==> src/rtl/stage4_mem_pkg.sv <==
// rtl/stage4_mem_pkg.sv - shared bus widths, bus layout and load-op encodings for the MEM stage
package stage4_mem_pkg;

  localparam int WIDTH_ES_TO_MS_BUS = 74;
  localparam int WIDTH_MS_TO_WS_BUS = 70;
  localparam int WIDTH_MS_TO_DS_BUS = 39;

  // ld_op[2] selects zero-extension; unlisted codes fall back to a word load
  localparam logic [2:0] LD_W  = 3'b000;
  localparam logic [2:0] LD_B  = 3'b001;
  localparam logic [2:0] LD_H  = 3'b010;
  localparam logic [2:0] LD_BU = 3'b101;
  localparam logic [2:0] LD_HU = 3'b110;

  typedef enum logic {
    BUF_WAIT = 1'b0,
    BUF_HAVE = 1'b1
  } buf_state_e;

  // Packed MSB-first, so the field order matches the EX->MEM bit layout
  typedef struct packed {
    logic [2:0]  ld_op;
    logic        res_from_mem;
    logic [31:0] alu_result;
    logic [4:0]  dest;
    logic        gr_we;
    logic [31:0] pc;
  } es_to_ms_t;

endpackage

==> src/rtl/stage4_mem_load_extend.sv <==
// rtl/stage4_mem_load_extend.sv - selects the addressed byte/half of a load word and extends it
module stage4_mem_load_extend
  import stage4_mem_pkg::*;
(
  input  logic [31:0] rdata,
  input  logic [1:0]  off,
  input  logic [2:0]  ld_op,
  output logic [31:0] result
);

  logic [7:0]  byte_sel;
  logic [15:0] half_sel;

  always_comb begin
    byte_sel = rdata[7:0];
    case (off)
      2'd1:    byte_sel = rdata[15:8];
      2'd2:    byte_sel = rdata[23:16];
      2'd3:    byte_sel = rdata[31:24];
      default: byte_sel = rdata[7:0];
    endcase
    // off[0] is ignored for halfwords; misalignment is trapped before MEM
    half_sel = off[1] ? rdata[31:16] : rdata[15:0];

    result = rdata;
    case (ld_op)
      LD_B:    result = {{24{byte_sel[7]}}, byte_sel};
      LD_BU:   result = {24'h000000, byte_sel};
      LD_H:    result = {{16{half_sel[15]}}, half_sel};
      LD_HU:   result = {16'h0000, half_sel};
      default: result = rdata;
    endcase
  end

endmodule

==> src/rtl/stage4_mem.sv <==
// rtl/stage4_mem.sv - pipeline MEM stage: holds one instruction, waits for load data, forwards to WB and ID
module stage4_mem
  import stage4_mem_pkg::*;
(
  input  logic                          clk,
  input  logic                          reset,
  input  logic                          es_to_ms_valid,
  output logic                          ms_allow_in,
  input  logic [WIDTH_ES_TO_MS_BUS-1:0] es_to_ms_bus,
  input  logic                          ws_allow_in,
  output logic                          ms_to_ws_valid,
  output logic [WIDTH_MS_TO_WS_BUS-1:0] ms_to_ws_bus,
  output logic [WIDTH_MS_TO_DS_BUS-1:0] ms_to_ds_bus,
  input  logic                          data_sram_data_ok,
  input  logic [31:0]                   data_sram_rdata
);

  es_to_ms_t   bus_r;
  logic        ms_valid;
  buf_state_e  buf_state;
  buf_state_e  buf_next;
  logic        buf_fill;
  logic [31:0] rdata_buf;
  logic        ms_ready_go;
  logic        ld_pending;
  logic [31:0] load_data;
  logic [31:0] load_result;
  logic [31:0] final_result;

  assign ms_ready_go    = !bus_r.res_from_mem || data_sram_data_ok || (buf_state == BUF_HAVE);
  assign ms_allow_in    = !ms_valid || (ms_ready_go && ws_allow_in);
  assign ms_to_ws_valid = ms_valid && ms_ready_go;

  always_ff @(posedge clk or posedge reset) begin
    if (reset) begin
      ms_valid <= 1'b0;
      bus_r    <= '0;
    end else if (ms_allow_in) begin
      ms_valid <= es_to_ms_valid;
      if (es_to_ms_valid) begin
        bus_r <= es_to_ms_t'(es_to_ms_bus);
      end
    end
  end

  // Response buffer keeps load data that arrived while WB was not accepting
  always_ff @(posedge clk or posedge reset) begin
    if (reset) begin
      buf_state <= BUF_WAIT;
      rdata_buf <= 32'h0;
    end else begin
      buf_state <= buf_next;
      if (buf_fill) begin
        rdata_buf <= data_sram_rdata;
      end
    end
  end

  always_comb begin
    buf_next = buf_state;
    buf_fill = 1'b0;
    case (buf_state)
      BUF_WAIT: begin
        if (data_sram_data_ok && ms_valid && bus_r.res_from_mem && !ws_allow_in) begin
          buf_next = BUF_HAVE;
          buf_fill = 1'b1;
        end
      end
      BUF_HAVE: begin
        if (ms_to_ws_valid && ws_allow_in) begin
          buf_next = BUF_WAIT;
        end
      end
      default: buf_next = BUF_WAIT;
    endcase
  end

  assign load_data = (buf_state == BUF_HAVE) ? rdata_buf : data_sram_rdata;

  stage4_mem_load_extend u_load_extend (
    .rdata  (load_data),
    .off    (bus_r.alu_result[1:0]),
    .ld_op  (bus_r.ld_op),
    .result (load_result)
  );

  assign final_result = bus_r.res_from_mem ? load_result : bus_r.alu_result;
  assign ld_pending   = ms_valid && bus_r.res_from_mem && !ms_ready_go;

  assign ms_to_ws_bus = {final_result, bus_r.dest, bus_r.gr_we, bus_r.pc};
  assign ms_to_ds_bus = {ld_pending, ms_valid && bus_r.gr_we, bus_r.dest, final_result};

endmodule

==> config.mk <==
export PLATFORM = sky130hd
export DESIGN_NAME = stage4_mem
export DESIGN_NICKNAME = d
export VERILOG_FILES = /design/src/rtl/stage4_mem_pkg.sv /design/src/rtl/stage4_mem_load_extend.sv /design/src/rtl/stage4_mem.sv
export SDC_FILE = /design/constraint.sdc
export NUM_CORES = 1
export LEC_CHECK = 0
export ABC_CLOCK_PERIOD_IN_PS = 3590
export CAP_MARGIN = 20
export CORE_UTILIZATION = 30
export CTS_BUF_LIST = sky130_fd_sc_hd__clkbuf_2 sky130_fd_sc_hd__clkbuf_4 sky130_fd_sc_hd__clkbuf_8
export CTS_CLUSTER_DIAMETER = 120
export DETAILED_ROUTE_END_ITERATION = 16
export HOLD_SLACK_MARGIN = 0.02
export PLACE_DENSITY = 0.67
export SKIP_LAST_GASP = 1
export SLEW_MARGIN = 20
export SYNTH_ARGS = -nofsm -noshare
export SYNTH_HDL_FRONTEND = slang
export SYNTH_SLANG_ARGS = --single-unit
==> constraint.sdc <==
create_clock -name clk -period 3.59 [get_ports clk]
set_clock_uncertainty 0.2 [all_clocks]
set_input_delay 0.718 -clock clk [delete_from_list [all_inputs] [get_ports clk]]
set_output_delay 0.718 -clock clk [all_outputs]
set_load 0.1 [all_outputs]
Word level (Yosys, flattened, before mapping)
Index checks and enable logic that the tools add are counted.
{"block": "word_totals", "input_bits": 111, "reg_bits": 108, "out_inout_bits": 111, "elab_cells": 43}
{"block": "classes", "eq_ne": 7, "mux": 9, "bitwise_logic": 1, "reduce_logical": 17}
{"cell": "case mux 32 bit (4 select lines)", "n": 1}
{"cell": "two-way mux 32 bit", "n": 2}
{"cell": "case mux 8 bit (3 select lines)", "n": 1}
{"cell": "two-way mux 16 bit", "n": 1}
{"cell": "logical AND 1 bit", "n": 9}
{"cell": "equality test 3 bit (second input constant)", "n": 2}
{"cell": "equality test 2 bit (second input constant)", "n": 2}
{"cell": "logical NOT 1 bit", "n": 4}
{"cell": "equality test 3 x 1 -> 1 bit (second input constant)", "n": 1}
{"cell": "equality test 3 x 2 -> 1 bit (second input constant)", "n": 1}
{"cell": "logical OR 1 bit", "n": 3}
{"cell": "two-way mux 1 bit", "n": 3}
{"cell": "equality test 2 x 1 -> 1 bit (second input constant)", "n": 1}
{"cell": "case mux 1 bit (2 select lines)", "n": 1}
{"cell": "AND reduction 2 bit", "n": 1}
{"cell": "inverter 1 bit", "n": 1}

Longest topological paths before layout
Gate-level depths: netlist of run 1.
{"block": "logic_depth", "depth_word": 7, "depth_mapped": 9, "depth_no_buf": 7}

Cells and area by module
From an unflattened synthesis of run 1, not the netlist that was laid out.
{"block": "hier_totals", "hier_cells": 519, "area_unflattened_um2": 6384.9}
{"mod": "stage4_mem", "seq_area_each_um2": 2702.6, "instances": 1, "area_per_inst_um2": 5446.5, "cells_each": 386}
{"mod": "stage4_mem_load_extend", "seq_area_each_um2": 0.0, "instances": 1, "area_per_inst_um2": 938.4, "cells_each": 133}

Least setup slack after synthesis of run 1
Ideal clock, no wire load.
{"block": "synth_path", "path_type": "input to output", "from": "input data_sram_rdata[31]", "to": "output ms_to_ws_bus[53]", "arrival_time_ns": 4.559, "path_buffers": 1, "stages": 6, "path_slack_ns": -1.887, "t_required_ns": 2.672, "cell_sequence": "mux2i_1 -> mux4_2 -> nor3b_2 -> nor2_2 -> a221oi_1 -> buf_4"}
{"block": "synth_between", "elab_chain_cells": 4, "elab_cells_between_ends": 5, "cone_classes": "5 x mux"}
{"item": "start: declaration", "line": "stage4_mem.sv:15", "rtl": "input logic [31:0] data_sram_rdata"}
{"item": "two-way mux 32 bit (*)", "line": "stage4_mem.sv:78", "rtl": "assign load_data = (buf_state == BUF_HAVE) ? rdata_buf : data_sram_rdata;"}
{"item": "case mux 8 bit (3 select lines) or two-way mux 16 bit (tied branches)", "line": "stage4_mem_load_extend.sv:16, stage4_mem_load_extend.sv:23"}
{"item": "case mux 32 bit (4 select lines) (*)", "line": "stage4_mem_load_extend.sv:26", "rtl": "case (ld_op)"}
{"item": "two-way mux 32 bit (*)", "line": "stage4_mem.sv:87", "rtl": "assign final_result = bus_r.res_from_mem ? load_result : bus_r.alu_result;"}
{"item": "end: declaration", "line": "stage4_mem.sv:12", "rtl": "output logic [WIDTH_MS_TO_WS_BUS-1:0] ms_to_ws_bus,"}
Mark *: on every way between the ends. The rest lies on a longest branch, timed or not.

Worst setup path in the final report of run 1
{"block": "layout_path", "from": "register buf_state", "to": "output ms_to_ws_bus[39]"}
{"block": "layout_between", "elab_chain_cells": 4, "elab_cells_between_ends": 5, "cone_classes": "5 x mux"}
{"item": "start: declaration", "line": "stage4_mem.sv:20", "rtl": "buf_state_e buf_state;"}
{"item": "start signal: assignment", "line": "stage4_mem.sv:52", "rtl": "buf_state <= buf_next;"}
{"item": "two-way mux 32 bit (*)", "line": "stage4_mem.sv:78"}
{"item": "case mux 8 bit (3 select lines) or two-way mux 16 bit (tied branches)", "line": "stage4_mem_load_extend.sv:16, stage4_mem_load_extend.sv:23"}
{"item": "case mux 32 bit (4 select lines) (*)", "line": "stage4_mem_load_extend.sv:26"}
{"item": "two-way mux 32 bit (*)", "line": "stage4_mem.sv:87"}
Marks and branches as above.

==> results of run 1 <==
## layer usage
metal / wire, um / track usage [%] / up-vias
met2: 8474 / 28.84 / 149
met1: 6978 / 19.87 / 2210
met3: 1147 / 4.494 / 17
met5: 0 / 0 / -
li1: - / - / 2013
met4: 253 / 5.490 / 0
## path summary, 6_finish.rpt
path	startpoint	endpoint
setup reg to reg	buf_state$_DFF_PP0_	bus_r[49]$_DFFE_PP0P_
max in group asynchronous	reset	rdata_buf[6]$_DFFE_PP0P_
setup / recovery	buf_state$_DFF_PP0_	ms_to_ws_bus[39]
hold reg to reg	rdata_buf[1]$_DFFE_PP0P_	rdata_buf[1]$_DFFE_PP0P_
hold / removal	rdata_buf[1]$_DFFE_PP0P_	rdata_buf[1]$_DFFE_PP0P_
min in group asynchronous	reset	ms_to_ws_bus[6]$_DFFE_PP0P_
## registers in the layout (all words and copies together), names as in the netlist
register / count
bus_r: 36
ms_to_ws_bus: 33
rdata_buf: 32
ms_to_ds_bus: 5
buf_state: 1
ms_valid: 1
## repair_timing
action / CTS / global route
pin swaps: 9 / 1
buffers inserted: 3 / 1
endpoints found under the setup margin: 48 / 54
resized for setup: 9 / 5
endpoints found under the hold margin: 0 / 0
## metrics by stage
stage | cell area (um^2) | TNS [ns]
after detailed placement | 8827 | -5.573
after CTS | 9071 | 0
after global placement | 8827 | -3.997
after global routing | 9091 | -0.02383
after floorplan | 6240 | -2.940
final | 9094 | 0
## worst max-delay path, delay by kind of cell (launching register included)
kind	cells	cell delay [ns]
buffers and inverters	3	0.66
muxes	1	0.55
DFF	1	0.48
AOI/OAI and AO/OA	2	0.48
## layout by cell type (no fill, tap or decap), types with 3 or more instances in the layout
| master | Yosys | final |
|---|---|---|
| mux2_2 | 126 | 126 |
| dfrtp_1 | 108 | 106 |
| clkdlybuf4s50_1 | 0 | 106 |
| buf_4 | 78 | 72 |
| buf_12 | 0 | 68 |
| nand2_1 | 27 | 26 |
| nor2_1 | 22 | 19 |
| o21ai_0 | 13 | 13 |
| mux2i_1 | 12 | 11 |
| clkbuf_8 | 0 | 10 |
| mux4_2 | 9 | 9 |
| o32a_2 | 0 | 9 |
| o22ai_1 | 8 | 8 |
| a31oi_4 | 0 | 7 |
| a21oi_4 | 0 | 7 |
| a31oi_2 | 0 | 5 |
| a32oi_1 | 5 | 5 |
| clkbuf_4 | 0 | 4 |
| dlygate4sd2_1 | 0 | 4 |
| nand2b_1 | 3 | 3 |
| inv_1 | 4 | 3 |
## cell families after synthesis
group                    share of synthesized area, %
AO/OA/AOI/OAI                                   7.404
buffers and inverters                           12.34
multiplexers                                    29.36
flip-flops                                      45.56
AND/OR/NAND/NOR                                 4.915
adder cells (fa/ha/maj)                        0.4218
## cell type report
type	instances	area share (%)
inverters	4	0.2064
clock inverters	2	0.3853
flip-flops and latches	108	29.75
repair buffers	253	33.31
well taps	265	3.646
multi-input cells	277	30.83
diodes	1	0.02752
clock buffers	14	1.844
==> results.md, run 1 <==
* Crit Path Max Fanout at 22
* Cell row count at 51
* Slew margin rel. at 61.85%
* Drt pass-1 iters at 4
* WP data required at 2.67 ns
* Top cell type's share of synthesized area at 45.56%
* R2R cell count at 7
* Port Buffer Count at 221
* Post-Layout Cell Count at 924
* Count leader, synth: mux2_2
* Register area share after synthesis at 45.56%
* P&R area growth vs syn at 53.30%
* Startpoint Class: register
* Cts bufs inserted at 9
* Drt via density at 4.750
* Slowest stage delay, CP at 0.55 ns
* CP Class: reg -> out
* RSZ-0062 raised after global routing: true
* Largest net degree at the start of global routing at 67
* Post-route ant nets at 0
* Synth unique cells at 33
* Worst-Skew Late Latency at 0.38 ns
* CTS root buffer: clkbuf_8
* Vias in the first global route at 4,719
* Max_cap viols at 0
* Multi-input logic area at 2804 um^2
* CP Capture Type: output pin
* Pre-CTS setup slack at -0.1803 ns
* DRT iter0 DRCs at 159
* Initial Util at 30.58%
* Largest area contributor in the netlist: dfrtp_1
* Die X at 142.6 um
* Synthesized area per cell at 11.98 um^2
* Initial antenna violation count at 1
* Share of cells above drive strength 1 at 51.82%
* CP cell instances: buf_2 > buf_8 > mux4_2 > a32oi_1 > a31oi_4 > buf_12
* Cells after synthesis at 495
* Top cells by area, synth: dfrtp_1 46%, mux2_2 24%, buf_4 9.9%, mux4_2 3.4%, mux2i_1 2.0%
* Post-layout util at 46.88%
* GR Overflow Total at 0
* Final HPWL DP at 12,870 um
* Fillers at 1,774
* I/O pins at 222
* CTS tree: yes
* Crit path max-delay cell type: mux4_2
* Fmax at 287.1 MHz
* DRC Markers at 0
* CTS Hold Buffers Added at 0
* Flop-to-flop setup slack at 1.02 ns
* Max H-tree Level at 3
* Synth top cells by count: 126 x mux2_2, 108 x dfrtp_1, 78 x buf_4, 27 x nand2_1, 22 x nor2_1
* Post-Syn Nets at 608
* Final period utilization at 97.03%
* EDFF count, synth at 0
* Vias at 4,389
* Yosys reg bits at 108
* Worst Path Arrival at 2.57 ns
* Status: finished clean
* Die area at 20,340 um^2
* Sinks on Clock Net at 108
* HP Class: reg -> reg
* GR Util All Layers at 16.63%
* RePlAce Congestion at 0.8224
* Die Y-Extent at 142.6 um
* Drt wl/cell at 18.24 um
* Hold slack at 0.3136 ns
* Final nets at 766
* First-pass GRT wire length at 25,650 um
* Placed instance count at 903
* Final Hold Fails at 0
* Worst slew pin tran at 0.5723 ns
* Final setup fails at 0
* Async S/R FF share, synth at 100.0%
* Worst Hold Path Cells at 1
* Worst-path clk slew at 0.10 ns
* WL final at 16,850 um
* Register area at 2705 um^2
* Core area at 19,400 um^2
* Ys Warns at 0
* Clk buf depth at 2
* Pins Over Slew Limit at 0
* Mapped cell area at 5932 um^2
* Minimum clock period after layout at 3.483 ns
* Min setup slack post-route at 0.1066 ns
* Primary FF master, synth: dfrtp_1
Power of run 1 is left out: the tool's default activity adds up to more than one toggle a clock period on the data nets, which glitch-free logic cannot reach.
==> run 2: changes to the inputs <==
--- a/config.mk
+++ b/config.mk
@@ -7,6 +7,7 @@
 export LEC_CHECK = 0
 export ABC_CLOCK_PERIOD_IN_PS = 3590
 export CAP_MARGIN = 20
+export CORE_MARGIN = 2
 export CORE_UTILIZATION = 30
 export CTS_BUF_LIST = sky130_fd_sc_hd__clkbuf_2 sky130_fd_sc_hd__clkbuf_4 sky130_fd_sc_hd__clkbuf_8
 export CTS_CLUSTER_DIAMETER = 120
==> results.md, run 2 (same netlist as run 1, synthesis figures left out) <==
* Status: finished clean
* Final nets at 758
* Minimum clock period after layout at 3.447 ns
* Max H-tree Level at 3
* Fin area at 9037 um^2
* Max_cap viols at 0
* WP data required at 2.67 ns
* Worst Path Arrival at 2.53 ns
* Cell row count at 51
* Drt via density at 4.775
* Vias at 4,364
* Final Hold Fails at 0
* Sinks on Clock Net at 108
* Die area at 20,910 um^2
* Final HPWL DP at 12,770 um
* Commonest non-fill, non-tap cells in the layout: 126 x mux2_2, 106 x clkdlybuf4s50_1, 105 x dfrtp_1, 69 x buf_12, 65 x buf_4
* Final setup fails at 0
* Clk buf depth at 2
* CP Capture Type: output pin
* Cts bufs inserted at 9
* WL final at 16,890 um
* CTS tree: yes
* Final period utilization at 96.01%
* GR Util All Layers at 16.28%
* P&R area growth vs syn at 52.35%
* HP Class: reg -> reg
* Vias in the first global route at 4,752
* CTS root buffer: clkbuf_8
* Drt pass-1 iters at 4
* Initial antenna violation count at 0
* Port Buffer Count at 221
* First-pass GRT wire length at 25,650 um
* DRT iter0 DRCs at 167
* CP Class: reg -> out
* Worst-path clk slew at 0.09 ns
* Initial Util at 30.48%
* Die Y-Extent at 144.6 um
* N_diodes at 0
* RSZ-0062 raised after global routing: false
* GR Overflow Total at 0
* Core area at 19,460 um^2
* Worst slew pin tran at 0.5051 ns
* Worst-Skew Late Latency at 0.38 ns
* Die X at 144.6 um
* RePlAce Congestion at 0.7723
* Pins Over Slew Limit at 0
* Top reg by flops: bus_r
* DRC Markers at 0
* Commonest non-fill, non-tap cell in the layout: mux2_2
* Largest net degree at the start of global routing at 91
* Number of flip-flops in the largest register at 36
* Crit Path Max Fanout at 8
* Post-route ant nets at 0
* CTS Hold Buffers Added at 0
* Fmax at 290.1 MHz
* Startpoint Class: register
* Slew margin rel. at 66.32%
* Placed Area at 8802 um^2
* Share of cells above drive strength 1 at 51.16%
* Drt wl/cell at 18.47 um
* I/O pins at 222
==> run 2: cell types whose count changed in the layout (fill, tap and decap cells not counted), moves of 2 or more <==
| cell | previous run | this run |
|---|---|---|
| clkbuf_4 | 4 | 0 |
| buf_4 | 72 | 65 |
| a31oi_2 | 5 | 2 |
| clkinvlp_4 | 1 | 3 |
| a31oi_4 | 7 | 10 |
==> run 2: worst paths after layout <==
kind | start | endpoint | slack [ns] | cells past startpoint
setup / recovery | buf_state$_DFF_PP0_ | ms_to_ws_bus[53] | 0.14 | 7
hold / removal | ms_to_ws_bus[30]$_DFFE_PP0P_ | ms_to_ws_bus[30]$_DFFE_PP0P_ | 0.31 | 1
setup reg to reg | bus_r[70]$_DFFE_PP0P_ | ms_to_ws_bus[10]$_DFFE_PP0P_ | 0.96 | 7
hold reg to reg | ms_to_ws_bus[30]$_DFFE_PP0P_ | ms_to_ws_bus[30]$_DFFE_PP0P_ | 0.31 | 1
max in group asynchronous | reset | buf_state$_DFF_PP0_ | 1.83 | 3
min in group asynchronous | reset | ms_to_ws_bus[19]$_DFFE_PP0P_ | 0.50 | 2
==> run 2: cell type report <==
cell class                      count  area [um^2]
Clock inverter                      4        25.02
Inverter                            4        18.77
Timing Repair Buffer              245         2977
Tap cell                          265        331.6
Multi-Input combinational cell    277         2828
Sequential cell                   108         2706
Fill cell                        1763        10430
Clock buffer                       11        151.4
==> run 2: routing by layer <==
layer  up-vias  track usage (%)  wire (um)
met2       153            28.98       8954
met3        14            4.338        943
met4         0            4.497        228
met5         -                0          0
li1       1990                -          -
met1      2207            19.36       6761
==> run 2: metrics by stage <==
| step | hold WS, ns | utilization (%) | worst slack, ns | setup TNS [ns] | cells |
|---|---|---|---|---|---|
| after global placement | 0.2829 | 45.23 | -0.1515 | -2.981 | 898 |
| after detailed placement | 0.2920 | 45.23 | -0.2246 | -5.085 | 898 |
| after floorplan | 0.2739 | - | -0.4731 | -2.940 | 495 |
| after global routing | 0.3251 | 46.44 | 0.001326 | 0 | 914 |
| final | 0.3133 | 46.44 | 0.1431 | 0 | 914 |
| after CTS | 0.3171 | 46.38 | 0.002184 | 0 | 914 |
==> run 2: worst max-delay path, stage by stage, from the launching register on <==
cell and delay [ns]:
dfrtp_2 0.50, mux2i_1 0.18, mux4_2 0.56, nor3b_2 0.20, nor2_2 0.10, a221oi_4 0.27, buf_6 0.16, buf_12 0.17
==> run 2: repair_timing <==
item / in CTS / in global routing
setup buffers: 1 / 0
pin swaps: 6 / 1
resized for setup: 11 / 4
endpoints found under the setup margin: 48 / 37
Power of run 2 is left out for the same reason.
==> run 3: changes to the inputs <==
--- a/config.mk
+++ b/config.mk
@@ -5,7 +5,7 @@
 export SDC_FILE = /design/constraint.sdc
 export NUM_CORES = 1
 export LEC_CHECK = 0
-export ABC_CLOCK_PERIOD_IN_PS = 3590
+export ABC_CLOCK_PERIOD_IN_PS = 4150
 export CAP_MARGIN = 20
 export CORE_MARGIN = 2
 export CORE_UTILIZATION = 30
@@ -13,7 +13,7 @@
 export CTS_CLUSTER_DIAMETER = 120
 export DETAILED_ROUTE_END_ITERATION = 16
 export HOLD_SLACK_MARGIN = 0.02
-export PLACE_DENSITY = 0.67
+export PLACE_DENSITY = 0.65
 export SKIP_LAST_GASP = 1
 export SLEW_MARGIN = 20
 export SYNTH_ARGS = -nofsm -noshare
==> constraint.sdc (replaced) <==
create_clock -name clk -period 4.15 [get_ports clk]
set_clock_uncertainty 0.2 [all_clocks]
set_input_delay 0.83 -clock clk [delete_from_list [all_inputs] [get_ports clk]]
set_output_delay 0.83 -clock clk [all_outputs]
set_load 0.1 [all_outputs]
==> results.md, run 3 (same netlist as run 1, synthesis figures left out) <==
* Sinks on Clock Net at 108
* Hold slack at 0.3109 ns
* Initial Util at 30.48%
* Final setup fails at 0
* Max H-tree Level at 3
* Crit path max-delay cell type: nor2_2
* Setup bufs post-CTS at 0
* P&R area growth vs syn at 51.15%
* Post-route ant nets at 0
* Worst-Skew Late Latency at 0.37 ns
* First-pass GRT wire length at 25,880 um
* RR Endpoint: bus_r[59]$_DFFE_PP0P_
* CP top delay family: simple AND/OR/NAND/NOR gates
* CTS root buffer: clkbuf_8
* Placed instance count at 897
* Hold Path End: ms_to_ws_bus[1]$_DFFE_PP0P_
* HP Class: reg -> reg
* Top reg by flops: bus_r
* Slowest stage delay, CP at 0.60 ns
* Status: finished clean
* GR Util All Layers at 16.45%
* Crit Path Max Fanout at 7
* Drt wl/cell at 18.76 um
* Initial antenna violation count at 1
* Final setup TNS at 0 ns
* Worst-path clk slew at 0.10 ns
* Worst Path Arrival at 2.96 ns
* Commonest non-fill, non-tap cells in the layout: 154 x clkdlybuf4s50_1, 126 x mux2_2, 106 x dfrtp_1, 65 x buf_12, 26 x nand2_1
* Worst slew pin tran at 0.9955 ns
* RePlAce Congestion at 0.7963
* Flop-to-flop setup slack at 1.40 ns
* Reg2reg start: bus_r[70]$_DFFE_PP0P_
* CP cell instances: clkdlybuf4s50_1 > mux2i_1 > mux4_2 > nor3_4 > nor2_2 > a31oi_4 > buf_12
* Port Buffer Count at 221
* Minimum clock period after layout at 3.986 ns
* Commonest non-fill, non-tap cell in the layout: clkdlybuf4s50_1
* Fillers at 1,742
* Final HPWL DP at 12,910 um
* Clk buf depth at 2
* Drt via density at 4.781
* Vias at 4,370
* Startpoint Class: primary input
* Die area at 20,910 um^2
* WP buf/inv at 2
* GR Overflow Total at 0
* Post-Layout Cell Count at 914
* Fmax at 250.9 MHz
* WL final at 17,150 um
* DRT iter0 DRCs at 103
* R2R cell count at 6
* Slew margin rel. at 33.43%
* Cts bufs inserted at 9
* CTS tree: yes
* RSZ-0062 raised after global routing: false
* Final period utilization at 96.05%
* Drt pass-1 iters at 4
* Worst Hold Path Cells at 1
* Share of cells above drive strength 1 at 41.05%
* Die Y-Extent at 144.6 um
* CTS Hold Buffers Added at 0
* Min-delay src: ms_to_ws_bus[1]$_DFFE_PP0P_
* Die X at 144.6 um
* Max_cap viols at 0
* Number of flip-flops in the largest register at 36
* Pins Over Slew Limit at 0
* Placed Area at 8751 um^2
* Vias in the first global route at 4,720
* Largest net degree at the start of global routing at 54
* WP data required at 3.12 ns
* CP Class: in -> out
* Final Hold Fails at 0
* Cell row count at 51
* DRC Markers at 0
* CP Capture Type: output pin
* Final nets at 756
* Post_cts resized at 0
* Core area at 19,460 um^2
* Fin area at 8966 um^2
* I/O pins at 222
run 3: changes by cell type in the layout (fill, tap and decap cells not counted), moves of 4 or more:
cell             delta
o32a_2              -9
o32a_1              +9
dlygate4sd2_1       -4
a21oi_4             -6
clkdlybuf4s50_1    +48
a21oi_1             +6
buf_12              -4
buf_4              -41
run 3: layout make-up:
type,count,area [um^2],area share [%]
Timing Repair Buffer,243,3023,33.71
Multi-Input combinational cell,277,2680,29.89
Clock inverter,3,46.29,0.5163
Inverter,4,17.52,0.1954
Sequential cell,108,2705,30.17
Tap cell,265,331.6,3.698
Antenna cell,1,2.502,0.02791
Clock buffer,13,160.2,1.786
run 3: stage by stage:
stage | setup slack (ns) | util [%]
floorplan | -0.6198 | -
global placement | 0.1569 | 44.96
detailed placement | 0.08189 | 44.96
CTS | 0.08142 | 46.02
global route | 0.01343 | 46.06
finish | 0.1637 | 46.07
run 3: worst max path at each step:
stage	slack, ns	from	end	cells past startpoint
after detailed placement	0.08	data_sram_rdata[23]	ms_to_ds_bus[27]	7
final	0.16	data_sram_rdata[23]	ms_to_ws_bus[64]	7
after CTS	0.08	data_sram_rdata[23]	ms_to_ds_bus[28]	7
after global placement	0.16	data_sram_rdata[7]	ms_to_ds_bus[21]	7
after global routing	0.01	data_sram_rdata[23]	ms_to_ws_bus[58]	7
after floorplan	-0.62	data_sram_rdata[15]	ms_to_ws_bus[46]	6
run 3: layer usage:
layer  vias to the layer above  track usage [%]  wire, um
li1                       1990                -         -
met1                      2216            19.51      6722
met2                       153            28.93      8913
met3                        11            5.265      1321
met4                         0            4.037       193
met5                         -                0         0
Power of run 3 is left out for the same reason.
